--- src/rtl/fifo_rd_packer_if.sv ---
// Bundle between the packer, the FIFO read port it drains and the word-stream consumer.
// master is the packer's view; slave is the view of whatever surrounds it.
interface fifo_rd_packer_if #(
    parameter int DATA_W = 8,
    parameter int PACK   = 4
);
    logic [DATA_W-1:0]      fifo_dout;
    logic                   fifo_empty;
    logic                   fifo_rd_en;
    logic                   flush;
    logic [DATA_W*PACK-1:0] m_data;
    logic [PACK-1:0]        m_keep;
    logic                   m_valid;
    logic                   m_ready;
    logic                   flush_done;

    modport master (
        input  fifo_dout, fifo_empty, flush, m_ready,
        output fifo_rd_en, m_data, m_keep, m_valid, flush_done
    );

    modport slave (
        output fifo_dout, fifo_empty, flush, m_ready,
        input  fifo_rd_en, m_data, m_keep, m_valid, flush_done
    );
endinterface

--- src/rtl/fifo_rd_packer.sv ---
// Drains a 1-cycle-latency FIFO read port byte by byte and packs PACK bytes per output word.
// A flush request emits any partial word with a lane mask, then pulses flush_done.
module fifo_rd_packer #(
    parameter int DATA_W = 8,
    parameter int PACK   = 4
) (
    input  logic              rd_clk,
    input  logic              rst_n,
    fifo_rd_packer_if.master  bus
);
    localparam int CNT_W  = $clog2(PACK) + 1;
    localparam int WORD_W = DATA_W * PACK;

    typedef enum logic [0:0] {
        S_FILL  = 1'b0,
        S_FLUSH = 1'b1
    } state_t;

    state_t             r_state;
    state_t             w_state_next;
    logic [CNT_W-1:0]   r_cnt;
    logic               r_acc_full;
    logic               r_rd_pend;
    logic [WORD_W-1:0]  r_m_data;
    logic [PACK-1:0]    r_m_keep;
    logic               r_m_valid;

    logic               w_out_free;
    logic               w_xfer_full;
    logic               w_xfer_part;
    logic               w_word_done;
    logic               w_drain_idle;
    logic               w_rd_en;
    logic               w_flush_done;
    logic [CNT_W-1:0]   w_fill_level;
    logic [WORD_W-1:0]  w_acc_word;
    logic [WORD_W-1:0]  w_part_word;
    logic [PACK-1:0]    w_part_keep;

    // Bytes already in the accumulator plus the one still coming back from the FIFO.
    assign w_fill_level = r_cnt + {{(CNT_W-1){1'b0}}, r_rd_pend};
    assign w_out_free   = !r_m_valid || bus.m_ready;
    assign w_word_done  = r_rd_pend && (r_cnt == CNT_W'(PACK - 1));
    assign w_xfer_full  = r_acc_full && w_out_free;
    assign w_drain_idle = !r_rd_pend && !r_acc_full && (r_cnt == '0);
    // A partial word only leaves once the last in-flight byte has landed.
    assign w_xfer_part  = (r_state == S_FLUSH) && !r_rd_pend && !r_acc_full &&
                          (r_cnt != '0) && w_out_free;

    assign w_rd_en = rst_n && !bus.fifo_empty && (r_state == S_FILL) && !bus.flush &&
                     (w_fill_level < CNT_W'(PACK)) && (!r_acc_full || w_out_free);

    genvar gi;
    generate
        for (gi = 0; gi < PACK; gi++) begin : g_lane
            logic [DATA_W-1:0] r_lane;

            always_ff @(posedge rd_clk or negedge rst_n) begin
                if (!rst_n) begin
                    r_lane <= '0;
                end else if (r_rd_pend && (r_cnt == CNT_W'(gi))) begin
                    r_lane <= bus.fifo_dout;
                end
            end

            assign w_acc_word[gi*DATA_W +: DATA_W]  = r_lane;
            assign w_part_keep[gi]                  = (CNT_W'(gi) < r_cnt);
            assign w_part_word[gi*DATA_W +: DATA_W] = w_part_keep[gi] ? r_lane : '0;
        end
    endgenerate

    always_comb begin
        w_state_next = r_state;
        w_flush_done = 1'b0;
        case (r_state)
            S_FILL: begin
                if (bus.flush) begin
                    w_state_next = S_FLUSH;
                end
            end
            S_FLUSH: begin
                if (w_drain_idle) begin
                    w_flush_done = 1'b1;
                    w_state_next = S_FILL;
                end
            end
            default: begin
                w_state_next = S_FILL;
            end
        endcase
    end

    always_ff @(posedge rd_clk or negedge rst_n) begin
        if (!rst_n) begin
            r_state    <= S_FILL;
            r_cnt      <= '0;
            r_acc_full <= 1'b0;
            r_rd_pend  <= 1'b0;
            r_m_data   <= '0;
            r_m_keep   <= '0;
            r_m_valid  <= 1'b0;
        end else begin
            r_state   <= w_state_next;
            r_rd_pend <= w_rd_en;

            if (r_rd_pend) begin
                r_cnt <= w_word_done ? '0 : r_cnt + CNT_W'(1);
            end else if (w_xfer_part) begin
                r_cnt <= '0;
            end

            // Reads are throttled so a word can never complete while the previous one is still held.
            if (w_word_done) begin
                r_acc_full <= 1'b1;
            end else if (w_xfer_full) begin
                r_acc_full <= 1'b0;
            end

            if (w_xfer_full) begin
                r_m_data  <= w_acc_word;
                r_m_keep  <= '1;
                r_m_valid <= 1'b1;
            end else if (w_xfer_part) begin
                r_m_data  <= w_part_word;
                r_m_keep  <= w_part_keep;
                r_m_valid <= 1'b1;
            end else if (bus.m_ready) begin
                r_m_valid <= 1'b0;
            end
        end
    end

    assign bus.fifo_rd_en = w_rd_en;
    assign bus.m_data     = r_m_data;
    assign bus.m_keep     = r_m_keep;
    assign bus.m_valid    = r_m_valid;
    assign bus.flush_done = w_flush_done;

endmodule

--- src/flat_wrapper.sv ---
// flat-port wrapper written by rule: the top's interface ports become plain ports
module fifo_rd_packer_flat 
#(
    parameter int DATA_W = 8,
    parameter int PACK   = 4
)
  (rd_clk, rst_n, bus_fifo_dout, bus_fifo_empty, bus_flush, bus_m_ready, bus_fifo_rd_en, bus_m_data, bus_m_keep, bus_m_valid, bus_flush_done);
  fifo_rd_packer_if #(.DATA_W(DATA_W), .PACK(PACK)) bus_i ();
  input  logic rd_clk;
  input  logic rst_n;
  input wire logic [$bits(bus_i.fifo_dout)-1:0] bus_fifo_dout;
  input wire logic [$bits(bus_i.fifo_empty)-1:0] bus_fifo_empty;
  input wire logic [$bits(bus_i.flush)-1:0] bus_flush;
  input wire logic [$bits(bus_i.m_ready)-1:0] bus_m_ready;
  output wire logic [$bits(bus_i.fifo_rd_en)-1:0] bus_fifo_rd_en;
  output wire logic [$bits(bus_i.m_data)-1:0] bus_m_data;
  output wire logic [$bits(bus_i.m_keep)-1:0] bus_m_keep;
  output wire logic [$bits(bus_i.m_valid)-1:0] bus_m_valid;
  output wire logic [$bits(bus_i.flush_done)-1:0] bus_flush_done;
  assign bus_i.fifo_dout = bus_fifo_dout;
  assign bus_i.fifo_empty = bus_fifo_empty;
  assign bus_i.flush = bus_flush;
  assign bus_i.m_ready = bus_m_ready;
  assign bus_fifo_rd_en = bus_i.fifo_rd_en;
  assign bus_m_data = bus_i.m_data;
  assign bus_m_keep = bus_i.m_keep;
  assign bus_m_valid = bus_i.m_valid;
  assign bus_flush_done = bus_i.flush_done;
  fifo_rd_packer #(.DATA_W(DATA_W), .PACK(PACK)) u_core (.rd_clk(rd_clk), .rst_n(rst_n), .bus(bus_i));
endmodule
--- config.mk ---
export PLATFORM = sky130hd
export DESIGN_NAME = fifo_rd_packer_flat
export DESIGN_NICKNAME = d
export VERILOG_FILES = /design/src/rtl/fifo_rd_packer_if.sv /design/src/rtl/fifo_rd_packer.sv /design/src/flat_wrapper.sv
export SDC_FILE = /design/constraint.sdc
export NUM_CORES = 1
export LEC_CHECK = 0
export ABC_AREA = 1
export CORE_MARGIN = 4
export CORE_UTILIZATION = 53
export CTS_CLUSTER_SIZE = 30
export DETAILED_ROUTE_END_ITERATION = 12
export GPL_TIMING_DRIVEN = 0
export PLACE_DENSITY = 0.84
export REMOVE_ABC_BUFFERS = 1
export SLEW_MARGIN = 20
export SYNTH_ARGS = -nofsm -noshare
export SYNTH_HDL_FRONTEND = slang
export SYNTH_SLANG_ARGS = --single-unit
export TNS_END_PERCENT = 30
--- constraint.sdc ---
create_clock -name rd_clk -period 1.7 [get_ports rd_clk]
set_input_delay 0.51 -clock rd_clk [delete_from_list [all_inputs] [get_ports rd_clk]]
set_output_delay 0.51 -clock rd_clk [all_outputs]
set_load 0.02 [all_outputs]
==> impl_metrics.py <==
metrics = {
    "run_status": {
        "status": "finished, violations left",
        "violations": "setup timing",
    },
    "critical_path": {
        "worst_setup_path_end_kind": "output port",
        "slowest_stage": "dfrtp_2",
        "r2r-start": "u_core.r_cnt[0]$_DFFE_PN0P_",
        "rr_endpoint": "u_core.bus.m_data[20]$_DFFE_PN0P_",
        "rr_worst_depth": 6,
        "slowest_delay_ns": 0.46,
        "cp-start-kind": "flop",
        "rrSetupSlack_ns": -0.12,
        "cp_cell_sequence": "nand2_2 -> inv_1 -> nand3_4 -> o21ai_2 -> nor2_2 -> buf_6",
        "crit_arrival_ns": 1.42,
        "cp_max_fo": 6,
        "crit_required_ns": 1.19,
        "critPathKind": "reg -> out",
    },
    "grt": {
        "grt_antenna_before_repair": 0,
        "grt_max_degree": 73,
        "track_usage_pct": 21.3,
        "grt_pass1_wl_um": 12800,
        "overflow": 0,
        "grt_pass1_vias": 2715,
    },
    "logic_synthesis": {
        "async_flop_share_pct": 100,
        "synth_top_family_by_area": "simple AND/OR/NAND/NOR gates",
        "synthXorXnorAreaFrac_pct": 0.260,
        "synthAdderAreaFrac_pct": 1.11,
        "yosys.area_share.simple_pct": 25.4,
        "synth_edf_count": 0,
        "ys_ff_latch": 75,
        "yosysWarnings": 0,
        "syn_avg_cell_area_um2": 8.99,
        "synth_area_mm2": 0.00337,
        "synth.distinct_cells": 23,
        "synth-seq-area-share_pct": 55.7,
        "synth_cells": 375,
        "yosys_most_used_dff": "dfrtp_1",
        "synth_mux_area_share_pct": 0,
        "synth_compound_area_share_pct": 11.0,
    },
    "min_path": {
        "hp-class": "in -> async",
    },
    "finish": {
        "antenna_cells": 0,
        "layout.nets": 454,
        "synthToLayoutAreaGrowth_pct": 26.6,
        "final_cells": 515,
        "drive_gt1_share_pct": 13.9,
    },
    "power_and_ir_drop": {
        "vdd.ir_drop.worst_uv": 976,
        "leakage_nw": 2.38,
        "powerDensity_mw_per_mm2": 1670,
    },
    "routing": {
        "num_vias": 2892,
        "final_antenna_net_count": 0,
        "wl_per_cell_um": 16.3,
        "viasPerCell": 5.62,
        "drc_errors": 0,
        "drt_iter0_markers": 274,
        "wl_um": 8390,
        "firstDrtPassIters": 5,
    },
    "floorplan": {
        "initial_core_util_pct": 55.6,
        "core_area_mm2": 0.00606,
        "die_area_mm2": 0.00770,
        "die_w_um": 87.7,
        "ios": 52,
        "num_rows": 28,
        "die_h_um": 87.7,
    },
    "clock_tree": {
        "cts_buffer_depth": 2,
        "htree_levels": 3,
        "numCtsBuffers": 9,
        "cts.sinks": 75,
        "cts_tree": "built",
        "clk-insertion-delay-late_ns": 0.34,
        "root_buffer": "clkbuf_8",
        "clk_pin_slew_ns": 0.07,
    },
    "place": {
        "place.gp.congestion": 0.807,
        "dp_hpwl_um": 4710,
        "post-place-cells": 482,
        "place.port_buffers": 51,
    },
    "sta": {
        "finalClockSkew_ns": 0.0111,
        "fmax_mhz": 517,
        "fin_crit_ns": 1.93,
        "max_slew_margin_pct": 50.7,
        "hold_slack_ns": 0.0119,
        "period_share_pct": 114,
        "slew_viol_final": 0,
        "finalSetupViolCount": 20,
        "hold_viol": 0,
        "worst_pin_slew_ns": 0.739,
        "setup_ws_ns": -0.234,
        "grt_setup_unrepaired": "yes",
    },
    "flow_run": {
        "cap_violations": 0,
    },
}
## per-layer routing
layer,vias to the layer above,global-route usage [%],wire [um]
li1,1349,-,-
met1,1367,29.7,3590
met2,147,33.2,3950
met3,29,4.99,632
met4,0,7.11,218
met5,-,0,0
## state kept, by name, indices dropped and copies added (netlist names)
signal	flops
u_core.r_acc_full	1
u_core.bus.m_valid	1
u_core.g_lane.r_lane	32
u_core.r_cnt	3
u_core.bus.m_data	32
u_core.bus.m_keep	4
u_core.r_state	1
u_core.r_rd_pend	1
## power by group
group	internal (mW)	leakage, nW	switching (mW)
clock network	0.549	0.0754	0.591
logic	1.27	1.39	1.84
registers	2.46	0.913	0.412
## worst max-delay path, delay by kind of cell, from the launching register on
| family | cells | cell delay, ns |
|---|---|---|
| flops | 1 | 0.46 |
| simple gates | 3 | 0.32 |
| buf+inv | 2 | 0.22 |
| compound gates | 1 | 0.07 |
## kinds of logic after synthesis
kind of cell / Yosys count
adder cells (fa/ha/maj): 3
AO/OA/AOI/OAI: 60
AND/OR/NAND/NOR: 196
buffers and inverters: 40
flip-flops: 75
XOR/XNOR: 1
## cells in the mapped netlist (2+ instances only)
master | instances | area (um^2)
nand3_4 | 2 | 35.0
nand4_1 | 2 | 12.5
inv_1 | 16 | 60.1
clkbuf_1 | 2 | 7.51
a21boi_0 | 24 | 180
buf_1 | 2 | 7.51
ha_1 | 3 | 37.5
inv_2 | 2 | 7.51
o21ai_0 | 22 | 110
nor2_1 | 6 | 22.5
nand2_1 | 127 | 477
nand2_2 | 6 | 37.5
buf_2 | 9 | 45.0
o21ai_1 | 12 | 60.1
nand3_1 | 52 | 260
dfrtp_1 | 75 | 1880
buf_6 | 7 | 78.8
## area by class of cell
class / count / area, um^2
clock buffer: 13 / 149
fill: 476 / 1800
inverter: 18 / 72.6
multi-input combinational: 261 / 1360
sequential: 75 / 1880
tap: 75 / 93.8
timing repair buffer: 73 / 712
## worst max path at each step
stage	slack (ns)	cells after the start	start	endpoint
after floorplan	-0.42	6	u_core.r_cnt[1]$_DFFE_PN0P_	u_core.bus.m_keep[2]$_DFFE_PN0P_
after global placement	-3.23	4	rst_n	bus_fifo_rd_en
after detailed placement	-0.94	5	rst_n	bus_fifo_rd_en
after CTS	-0.38	6	bus_m_ready	bus_fifo_rd_en
after global routing	-0.27	5	u_core.r_rd_pend$_DFF_PN0_	bus_fifo_rd_en
final	-0.23	6	u_core.r_rd_pend$_DFF_PN0_	bus_fifo_rd_en
## repair_timing
item	in CTS	in global routing
hold buffers	0	0
pin swaps	1	6
cloned	0	2
buffers inserted	7	11
endpoints found under the setup margin	87	41
resized for setup	60	21
## cell usage in the layout, fill, tap and decap left out
cell	count
nand2_2	3
o21ai_2	2
inv_6	1
nand2_1	126
nand3_1	52
a21oi_1	1
clkbuf_16	1
buf_6	4
nand2_8	1
inv_1	14
a21boi_0	24
buf_12	2
dlymetal6s2s_1	2
buf_8	1
nand2_4	3
o21ai_4	2
nand3_4	2
inv_2	3
o21ai_0	20
nand4_1	2
clkdlybuf4s50_1	9
nor2_1	2
clkbuf_1	3
nor2_2	3
o21ai_1	12
dlygate4sd2_1	37
ha_1	2
ha_4	1
clkbuf_8	10
buf_4	16
nor2_4	2
dfrtp_1	72
xor2_1	1
dfrtp_2	3
buf_16	1
## stage by stage
stage               power, mW  worst slack [ns]  util (%)  instance area, um^2  setup TNS (ns)
global route             7.62            -0.275      70.4                 4260           -3.84
detailed placement       5.71            -0.939      63.9                 3870          -28.45
finish                   7.12            -0.234      70.4                 4260           -1.40
CTS                      6.79            -0.384      67.0                 4060          -11.54
floorplan                4.47            -0.416         -                 3220          -15.92
global placement         5.54             -3.23      63.1                 3820         -234.02
Note: power is estimated with default switching activity, not from simulation.
